===== src/rtl/fsm_job_initiator.sv =====
// Job initiator for a start/busy/complete worker: launch, timeout, retry, fault latch.
// Optional 1-deep request queue enabled by defining JOB_INIT_PENDING_EN.
module fsm_job_initiator #(
    parameter int unsigned TIMEOUT_CYCLES = 1000,
    parameter int unsigned MAX_RETRIES    = 2,
    parameter int unsigned CNT_W          = 8
) (
    input  logic             i_clk,
    input  logic             i_reset,
    input  logic             i_request,
    input  logic             i_clear,
    output logic             o_start,
    input  logic             i_busy,
    input  logic             i_complete,
    output logic             o_active,
    output logic             o_done,
    output logic             o_error,
    output logic [3:0]       o_retries,
    output logic [CNT_W-1:0] o_job_count,
    output logic             o_pending
);

    localparam int unsigned TIMER_W = $clog2(TIMEOUT_CYCLES);
    localparam logic [TIMER_W-1:0] TIMER_LAST = TIMER_W'(TIMEOUT_CYCLES - 1);
    localparam logic [3:0] RETRY_LIMIT = 4'(MAX_RETRIES);

    typedef enum logic [2:0] {
        S_IDLE,
        S_LAUNCH,
        S_WAIT_ACK,
        S_WAIT_DONE,
        S_FINISH,
        S_FAULT
    } state_e;

    state_e             state_q, state_d;
    logic [TIMER_W-1:0] timer_q, timer_d;
    logic [3:0]         retries_q, retries_d;
    logic [CNT_W-1:0]   count_q, count_d;
    logic               pending_q, pending_d;
    logic               timeout;

    // i_complete wins over a timeout landing on the same cycle
    assign timeout = (timer_q == TIMER_LAST) && !i_complete;

    always_comb begin
        state_d   = state_q;
        timer_d   = timer_q;
        retries_d = retries_q;
        count_d   = count_q;
        pending_d = pending_q;

        unique case (state_q)
            S_IDLE: begin
                if (i_request || pending_q) begin
                    state_d   = S_LAUNCH;
                    retries_d = '0;
                    pending_d = 1'b0;
                end
            end
            S_LAUNCH: begin
                timer_d = '0;
                state_d = S_WAIT_ACK;
            end
            S_WAIT_ACK, S_WAIT_DONE: begin
                timer_d = timer_q + 1'b1;
                if (i_complete) begin
                    state_d = S_FINISH;
                    count_d = count_q + 1'b1;
                end else if (timeout) begin
                    if (retries_q < RETRY_LIMIT) begin
                        retries_d = retries_q + 1'b1;
                        state_d   = S_LAUNCH;
                    end else begin
                        state_d = S_FAULT;
                    end
                end else if (state_q == S_WAIT_ACK && i_busy) begin
                    state_d = S_WAIT_DONE;
                end
            end
            S_FINISH: begin
                if (pending_q) begin
                    state_d   = S_LAUNCH;
                    retries_d = '0;
                    pending_d = 1'b0;
                end else begin
                    state_d = S_IDLE;
                end
            end
            S_FAULT: begin
                if (i_clear) begin
                    state_d = S_IDLE;
                end
            end
            default: state_d = S_IDLE;
        endcase

`ifdef JOB_INIT_PENDING_EN
        if (i_request && (state_q inside {S_LAUNCH, S_WAIT_ACK, S_WAIT_DONE, S_FINISH})) begin
            pending_d = 1'b1;
        end
        if (state_d == S_FAULT) begin
            pending_d = 1'b0;
        end
`else
        pending_d = 1'b0;
`endif
    end

    // Outputs are registered from the next state so they line up with the state they decode
    always_ff @(posedge i_clk) begin
        if (i_reset) begin
            state_q   <= S_IDLE;
            timer_q   <= '0;
            retries_q <= '0;
            count_q   <= '0;
            pending_q <= 1'b0;
            o_start   <= 1'b0;
            o_active  <= 1'b0;
            o_done    <= 1'b0;
            o_error   <= 1'b0;
        end else begin
            state_q   <= state_d;
            timer_q   <= timer_d;
            retries_q <= retries_d;
            count_q   <= count_d;
            pending_q <= pending_d;
            o_start   <= (state_d == S_LAUNCH);
            o_active  <= (state_d inside {S_LAUNCH, S_WAIT_ACK, S_WAIT_DONE});
            o_done    <= (state_d == S_FINISH);
            o_error   <= (state_d == S_FAULT);
        end
    end

    assign o_retries   = retries_q;
    assign o_job_count = count_q;
    assign o_pending   = pending_q;

endmodule


===== config.mk =====
export PLATFORM = sky130hd
export DESIGN_NAME = fsm_job_initiator
export DESIGN_NICKNAME = d
export VERILOG_FILES = /design/src/rtl/fsm_job_initiator.sv
export SDC_FILE = /design/constraint.sdc
export NUM_CORES = 1
export LEC_CHECK = 0
export ABC_AREA = 1
export CAP_MARGIN = 20
export CORE_UTILIZATION = 54
export CTS_BUF_LIST = sky130_fd_sc_hd__clkbuf_2
export CTS_CLUSTER_SIZE = 8
export DETAILED_ROUTE_END_ITERATION = 10
export PLACE_DENSITY = 0.89
export SYNTH_ARGS = -nofsm -noshare
export SYNTH_HDL_FRONTEND = slang
export SYNTH_SLANG_ARGS = --single-unit

===== constraint.sdc =====
create_clock -name i_clk -period 1.61 [get_ports i_clk]
set_clock_uncertainty 0.1 [all_clocks]
set_input_delay 0.322 -clock i_clk [delete_from_list [all_inputs] [get_ports i_clk]]
set_output_delay 0.322 -clock i_clk [all_outputs]
set_load 0.01 [all_outputs]

======== After elaboration in Yosys (flattened, before gate mapping) ========
Cells that the tools add are included.
Widths: inputs -> output; s select.
cells by class
  reductions and logical operators ........ 10
  equality and inequality tests ........... 14
  $lt $le $gt $ge ......................... 1
  add/sub/neg operators ................... 3
  mux-type cells .......................... 13
operators by type and width
  operator               number
  $pmux 10 s2            1
  $mux 3                 6
  $mux 4                 4
  $eq 3x2->1 const B     4
  $pmux 3 s4             1
  $add 10x1->10 const B  1
  $eq 10x10->1 const B   1
  $eq 3x3->1 const B     3
  $add 8x1->8 const B    1
  $ne 2x2->1 const B     4
  $pmux 4 s2             1
  $eq 3x1->1 const B     2
  $reduce_and 5->1       1
  $add 4x1->4 const B    1
  $lt 4x2->1 const B     1
  $reduce_bool 2->1      2
  $logic_not 3->1        1
  $reduce_bool 3->1      1
  $logic_and 1x1->1      2
  $reduce_and 2->1       1
  $reduce_or 2->1        1
  $logic_not 1->1        1
storage, ports and cells
  input bits .............................. 6
  register bits ........................... 29
  output and inout bits ................... 17

======== Longest topological paths before layout ========
Gate-level depths: netlist (run 1).
  word-level depth ........................ 8
  mapped depth ............................ 9
  depth with buffers taken out ............ 9

======== Worst setup path after synthesis (run 1) ========
OpenSTA, ideal clock, no wires.
  kind .................................... reg2reg
  start point ............................. register timer_q[0]
  end point ............................... register timer_q[6]
  data required time ...................... 1.393 ns
  path buffers ............................ 0
  path slack .............................. 0.319 ns
  library setup time ...................... 0.117 ns
  arrival ................................. 1.074 ns
  cell stages (with the launch flop) ...... 9
  cell sequence ........................... dfxtp_1 > ha_1 > nand2_1 > inv_1 > nand3_1 > nor2_1 > nor2_1 > a21oi_1 > nor2_1
on the way
  cells in the longest elaborated chain, start to end .. 2
RTL lines
  item                      line  text
  start: declaration        37    logic [TIMER_W-1:0] timer_q, timer_d;
  start signal: assignment  124   timer_q <= timer_d;
  $add 10x1->10             66    timer_d = timer_q + 1'b1;
  $pmux 10 s2               53    unique case (state_q)
Every way passes these cells.
A chain may end at the register's enable or synchronous reset.

======== Worst setup path after layout (run 1) ========
  start point ............................. register count_q[7] (netlist: o_job_count[7])
  end point ............................... output o_job_count[7]
RTL lines
  item                      line  text
  start: declaration        39    logic [CNT_W-1:0] count_q, count_d;
  start signal: assignment  126   count_q <= count_d;
  end: declaration          19    output logic [CNT_W-1:0] o_job_count,
No word-level cell between the ends.

==> flow_metrics.py, run 1 <==
metrics = {
    "status": {
        "outcome": "complete, no violations",
    },
    "clock_tree": {
        "cts_sinks": 29,
        "cts_max_path_buffers": 2,
        "clk_pin_slew_worst_paths_ns": 0.15,
        "clockRootBuffer": "clkbuf_2",
        "h-tree-depth": 2,
        "worstSkewPairLatency_ns": 0.36,
        "cts_tree": "done",
        "cts_made_buffers": 5,
    },
    "sta": {
        "slew_viol_final": 0,
        "rsz0062_at_grt": "no",
        "hold_violations": 0,
        "fin_crit_sh_pct": 90.5,
        "fmax_mhz": 686,
        "min_period_ns": 1.46,
        "setup_viol": 0,
        "whs_ns": 0.354,
    },
    "finish": {
        "syn_to_final_growth_pct": 24.2,
        "drive_gt1_share_pct": 17.5,
        "antenna_cells": 0,
        "stdcell_area_um2": 1750,
        "finish.net_count": 248,
    },
    "synth": {
        "ys_ff_latch": 29,
        "ys_types": 26,
        "synth_edf_count": 0,
        "syn_inst": 204,
        "synth_ff_type": "dfxtp_1",
        "syn_avg_cell_area_um2": 6.91,
        "yosys_warnings": 0,
        "syn_nets": 213,
        "synthArstFlopShare_pct": 0,
        "synth_area_um2": 1410,
        "ys_seq_area_share_pct": 41.2,
    },
    "setup_path": {
        "worstRegToRegCells": 7,
        "crit_family": "flip-flops",
        "worst_setup_path_start_kind": "flip-flop",
        "cp_slowest_cell": "dfxtp_1",
        "critPathKind": "reg2out",
        "critPathCapture": "o_job_count[7]",
        "r2r-start": "timer_q[1]",
        "crit_fanout": 4,
        "cp.depth": 1,
        "worstPathRequired_ns": 1.19,
        "worstReg2RegEnd": "o_retries[2]",
        "ff2ff_setup_slack_ns": 0.17,
        "cp-startpoint": "o_job_count[7]",
        "cp_num_buf_inv": 1,
        "end_kind": "output port",
        "cp.arrival_ns": 1.04,
        "max_stage_delay_ns": 0.39,
        "cp_cell_sequence": "dlygate4sd2_1",
    },
    "power": {
        "intPower_mw": 0.925,
        "finalPower_mw": 1.31,
        "p_comb_share_pct": 14.1,
        "powerDensity_nw_per_um2": 747,
        "clkPwrFrac_pct": 28.0,
        "p_sw_mw": 0.382,
        "p_leak_nw": 0.808,
        "power.share.sequential_pct": 57.8,
        "irDropWorstVdd_mv": 0.687,
        "switching_share_pct": 29.2,
    },
    "placed_design": {
        "portBuffers": 21,
        "hpwlAfterDp_mm": 2.08,
        "placed_area_um2": 1710,
        "routabilityCongestion": 0.849,
    },
    "global_route": {
        "grt_max_degree": 15,
        "grt_pass1_vias": 1172,
        "grt-ovfl-total": 0,
        "grt_first_pass_wirelength_mm": 4.83,
        "antenna_found_initial": 0,
        "grt_usage_pct": 24.6,
    },
    "route": {
        "wl_met2_mm": 1.41,
        "routed.top_layer": "met4",
        "wl_met3_um": 157,
        "drt-initial-drc-count": 27,
        "first_pass_iters": 6,
        "wl_met1_mm": 1.35,
        "via_per_inst": 5.10,
        "wl_mm": 2.96,
        "vias": 1378,
        "post_drt_wl_per_cell_um": 11.0,
        "drc": 0,
        "ant_nets": 0,
    },
    "min_path": {
        "min_path_type": "reg2reg",
    },
    "die": {
        "dieHeight_um": 53.1,
        "die-area_um2": 2820,
        "num_rows": 18,
        "core_um2": 2480,
        "die_w_um": 53.1,
        "ios": 23,
        "initial_core_util_pct": 56.9,
    },
    "flow_run": {
        "cap_violations": 0,
    },
}
## Yosys cell counts (2+ instances only)
master     n  area, um^2
a21oi_1   20         100
clkbuf_1   2        7.51
dfxtp_1   29         581
ha_1       3        37.5
inv_1     22        82.6
inv_2      2        7.51
nand2_1   50         188
nand2_2    2        12.5
nand3_1   12        60.1
nand4_1    4        25.0
nor2_1    30         113
nor3_1     4        20.0
o21ai_0    9        45.0
o21ai_1    3        15.0
## cell usage in the layout, fill, tap and decap left out
cell type | netlist | layout
nand2_4 | 1 | 1
nand2_1 | 50 | 50
nor3_2 | 1 | 1
o21ai_1 | 3 | 3
nor3_1 | 4 | 4
inv_1 | 22 | 22
conb_1 | 1 | 1
nor2_1 | 30 | 29
nor2_8 | 1 | 1
a211oi_1 | 1 | 1
dfxtp_4 | 0 | 1
nand3_1 | 12 | 12
a21oi_1 | 20 | 20
inv_2 | 2 | 2
clkbuf_2 | 0 | 6
ha_1 | 3 | 3
o21ai_0 | 9 | 9
clkdlybuf4s50_1 | 0 | 5
or2_2 | 1 | 1
dfxtp_1 | 29 | 19
nor2_2 | 1 | 2
clkinv_2 | 1 | 3
nand2_2 | 2 | 2
nand4_1 | 4 | 4
nand3_4 | 1 | 1
o21ai_2 | 1 | 1
dlygate4sd2_1 | 0 | 16
buf_4 | 1 | 11
dfxtp_2 | 0 | 9
## cell families after synthesis
| logic type | count (synthesis) | synth area share [%] |
|---|---|---|
| AO/OA/AOI/OAI | 34 | 12.5 |
| adder cells (fa/ha/maj) | 3 | 2.66 |
| buffers and inverters | 29 | 8.61 |
| flip-flops | 29 | 41.2 |
| other | 1 | 0.266 |
| AND/OR/NAND/NOR | 108 | 34.7 |
## worst register-to-register path: stages, from the launching register on
cell and delay [ns]:
dfxtp_1 0.39, ha_1 0.17, nand2_1 0.08, inv_1 0.09
nand3_1 0.15, nand2_2 0.17, nand3_1 0.10, a21oi_1 0.14
## flip-flops by register name, indices dropped and copies added (netlist names)
signal       count
o_job_count      8
o_start          1
o_done           1
timer_q         10
o_active         1
o_error          1
state_q          3
o_retries        4
## how the worst min path moves through the flow
| stage | startpoint | end | slack (ns) | depth (start not counted) |
|---|---|---|---|---|
| after detailed placement | o_retries[3] | o_retries[3] | 0.35 | 2 |
| after CTS | o_retries[3] | o_retries[3] | 0.36 | 2 |
| final | o_retries[3] | o_retries[3] | 0.35 | 2 |
| after global placement | o_retries[3] | o_retries[3] | 0.35 | 2 |
| after floorplan | i_reset | timer_q[1] | 0.29 | 1 |
| after global routing | o_retries[3] | o_retries[3] | 0.38 | 2 |
## power groups by stage
stage	Sequential (mW)	Combinational (mW)	Clock [mW]
floorplan	0.778	0.110	0
global placement	0.772	0.191	0
detailed placement	0.772	0.194	0
CTS	0.756	0.185	0.377
global route	0.760	0.208	0.411
finish	0.757	0.185	0.366
## metal layers
layer  vias to the layer above  GRT usage [%]
li1                        725              -
met1                       615           26.5
met2                        33           42.6
met3                         5           9.48
met4                         0           10.1
met5                         -              0
## stage by stage
step	cells	utilization, %	setup WS [ns]	setup TNS, ns
final	270	70.7	0.153	0
after global routing	270	70.7	0.00718	0
after CTS	270	70.5	0.120	0
after detailed placement	261	68.8	-0.147	-1.05
after global placement	261	68.8	-0.113	-0.768
after floorplan	204	-	0.319	0
## timing repair
| item | 4_1_cts | 5_1_grt |
|---|---|---|
| hold buffers | 0 | 0 |
| gates resized for setup | 26 | 2 |
| buffers inserted | 1 | 0 |
| hold endpoints to repair | 0 | 0 |
| setup endpoints to repair | 16 | 2 |
## layout make-up
class / count / area, um^2
clock inverter: 2 / 10.0
timing repair buffer: 32 / 273
multi-input combinational: 146 / 709
inverter: 25 / 95.1
tap: 30 / 37.5
fill: 220 / 727
clock buffer: 6 / 30.0
sequential: 29 / 596
No activity file was read; power rests on OpenSTA's default activity.
==> run 2: changes to the inputs <==
--- a/config.mk
+++ b/config.mk
@@ -7,11 +7,11 @@
 export LEC_CHECK = 0
 export ABC_AREA = 1
 export CAP_MARGIN = 20
-export CORE_UTILIZATION = 54
+export CORE_UTILIZATION = 59
 export CTS_BUF_LIST = sky130_fd_sc_hd__clkbuf_2
 export CTS_CLUSTER_SIZE = 8
 export DETAILED_ROUTE_END_ITERATION = 10
-export PLACE_DENSITY = 0.89
+export PLACE_DENSITY = 0.95
 export SYNTH_ARGS = -nofsm -noshare
 export SYNTH_HDL_FRONTEND = slang
 export SYNTH_SLANG_ARGS = --single-unit
==> constraint.sdc (replaced) <==
create_clock -name i_clk -period 1.9 [get_ports i_clk]
set_clock_uncertainty 0.1 [all_clocks]
set_input_delay 0.38 -clock i_clk [delete_from_list [all_inputs] [get_ports i_clk]]
set_output_delay 0.38 -clock i_clk [all_outputs]
set_load 0.01 [all_outputs]
==> run 2 against run 1 <==
Against the previous run: cell area fell by 2.9%; worst setup slack got worse by 0.086 ns; sequential share of layout area rose by 0.19 points; sequential power fell by 15%; clock-buffer cell count did not move; clock power rose by 18%; critical endpoint is now o_job_count[2]; largest power group unchanged; highest routed layer unchanged.
==> flow_metrics.py, run 2 (synthesis gave the netlist of run 1 again) <==
metrics = {
    "placed_design": {
        "hpwlAfterDp_mm": 2.09,
        "portBuffers": 21,
        "routabilityCongestion": 0.881,
    },
    "finish": {
        "drive_gt1_share_pct": 9.13,
        "register_area_um2": 582,
        "multi_input_area_um2": 707,
        "layout_common_cells": "nand2_1 (50), nor2_1 (30), dfxtp_1 (28)",
        "antenna_cells": 0,
        "layout_commonest_cell": "nand2_1",
        "syn_to_final_growth_pct": 20.7,
        "largest_register_ffs": 10,
        "finish.net_count": 238,
        "final_core_util_pct": 76.1,
        "regMostFlops": "timer_q",
        "fillCellCount": 171,
    },
    "die": {
        "core_um2": 2230,
        "dieHeight_um": 50.9,
        "ios": 23,
        "initial_core_util_pct": 63.1,
        "die_w_um": 50.9,
        "num_rows": 17,
        "die-area_um2": 2590,
    },
    "sta": {
        "slew_viol_final": 0,
        "tightest_slew_ns": 0.497,
        "setup_viol": 0,
        "setup_tns_ns": 0,
        "hold_violations": 0,
        "fmax_mhz": 546,
        "rsz0062_at_grt": "no",
        "fin_crit_sh_pct": 96.5,
        "whs_ns": 0.364,
        "min_period_ns": 1.83,
        "maxSlewHeadroom_pct": 66.7,
    },
    "setup_path": {
        "r2r-start": "timer_q[0]",
        "crit_family": "buffers and inverters",
        "worstRegToRegCells": 8,
        "cp.arrival_ns": 1.35,
        "worstReg2RegEnd": "o_retries[1]",
        "cp_slowest_cell": "clkdlybuf4s50_1",
        "cp_cell_sequence": "clkdlybuf4s50_1",
        "max_stage_delay_ns": 0.57,
        "crit_fanout": 4,
        "cp_num_buf_inv": 1,
        "worstPathRequired_ns": 1.42,
        "worst_setup_path_start_kind": "flip-flop",
        "ff2ff_setup_slack_ns": 0.40,
        "critPathKind": "reg2out",
        "end_kind": "output port",
    },
    "clock_tree": {
        "worstSkewPairLatency_ns": 0.35,
        "h-tree-depth": 2,
        "cts_tree": "done",
        "cts_max_path_buffers": 2,
        "cts_made_buffers": 5,
        "cts_sinks": 29,
        "clk_pin_slew_worst_paths_ns": 0.14,
        "clockRootBuffer": "clkbuf_2",
    },
    "min_path": {
        "min_from": "timer_q[9]",
        "hold_depth": 1,
        "worst_hold_path.endpoint": "timer_q[9]",
        "min_path_type": "reg2reg",
    },
    "route": {
        "drt-initial-drc-count": 46,
        "ant_nets": 0,
        "vias": 1355,
        "via_per_inst": 5.25,
        "post_drt_wl_per_cell_um": 11.1,
        "wl_mm": 2.87,
        "drc": 0,
        "first_pass_iters": 4,
    },
    "global_route": {
        "grt_first_pass_wirelength_mm": 4.79,
        "grt_usage_pct": 25.0,
        "grt_pass1_vias": 1174,
        "antenna_found_initial": 0,
        "grt_max_degree": 15,
        "grt-ovfl-total": 0,
    },
    "power": {
        "irDropWorstVdd_mv": 0.629,
        "powerDensity_nw_per_um2": 723,
        "p_leak_nw": 0.689,
        "finalPower_mw": 1.23,
    },
    "flow_run": {
        "cap_violations": 0,
    },
    "status": {
        "outcome": "complete, no violations",
    },
}
-- run 2: layout make-up --
| class | count | area share, % |
|---|---|---|
| Timing Repair Buffer | 22 | 12.8 |
| Inverter | 25 | 5.59 |
| Tap cell | 28 | 2.06 |
| Multi-Input combinational cell | 146 | 41.6 |
| Sequential cell | 29 | 34.2 |
| Clock buffer | 6 | 1.77 |
| Clock inverter | 2 | 1.99 |
-- run 2: routing by layer --
metal	vias to the layer above	track usage (%)	part of all wire [%]	routed length, um
met5	-	0	0	0
met4	0	12.0	1.8	51
met3	7	8.33	3.9	112
met2	26	41.3	47	1350
met1	614	28.9	47	1360
li1	708	-	-	-
-- run 2: worst register-to-register path: cells and delay by family (launching register included) --
kind	cells	cell delay, ns
adder cells (fa/ha/maj)	1	0.18
AND/OR/NAND/NOR	6	0.63
flip-flops	1	0.40
buffers and inverters	1	0.09
-- run 2: worst max-delay path by stage --
| stage | startpoint | end | slack [ns] | cells past startpoint |
|---|---|---|---|---|
| after floorplan | timer_q[0] | timer_q[6] | 0.61 | 8 |
| after global placement | i_complete | o_retries[1] | 0.08 | 9 |
| after detailed placement | i_complete | o_retries[1] | 0.03 | 9 |
| after CTS | o_job_count[4] | o_job_count[4] | 0.01 | 1 |
| after global routing | o_job_count[2] | o_job_count[2] | 0.001 | 1 |
| final | o_job_count[2] | o_job_count[2] | 0.07 | 1 |
-- run 2: power by group --
group	switching [mW]	internal [mW]	total (mW)
sequential	0.0141	0.627	0.641
clock	0.206	0.225	0.431
combinational	0.0913	0.0650	0.156
-- run 2: repair_timing --
action | CTS | global route
resized for setup | 0 | 1
endpoints found under the hold margin | 0 | 0
setup endpoints to repair | 0 | 1
hold buffers | 0 | 0
setup buffers | 0 | 0
-- run 2: per-stage QoR --
step / worst slack, ns / instance area (um^2) / cells
after floorplan: 0.609 / 1410 / 204
after global placement: 0.0757 / 1640 / 250
after detailed placement: 0.0254 / 1640 / 250
after CTS: 0.0121 / 1700 / 258
after global routing: 0.000964 / 1700 / 258
final: 0.0673 / 1700 / 258
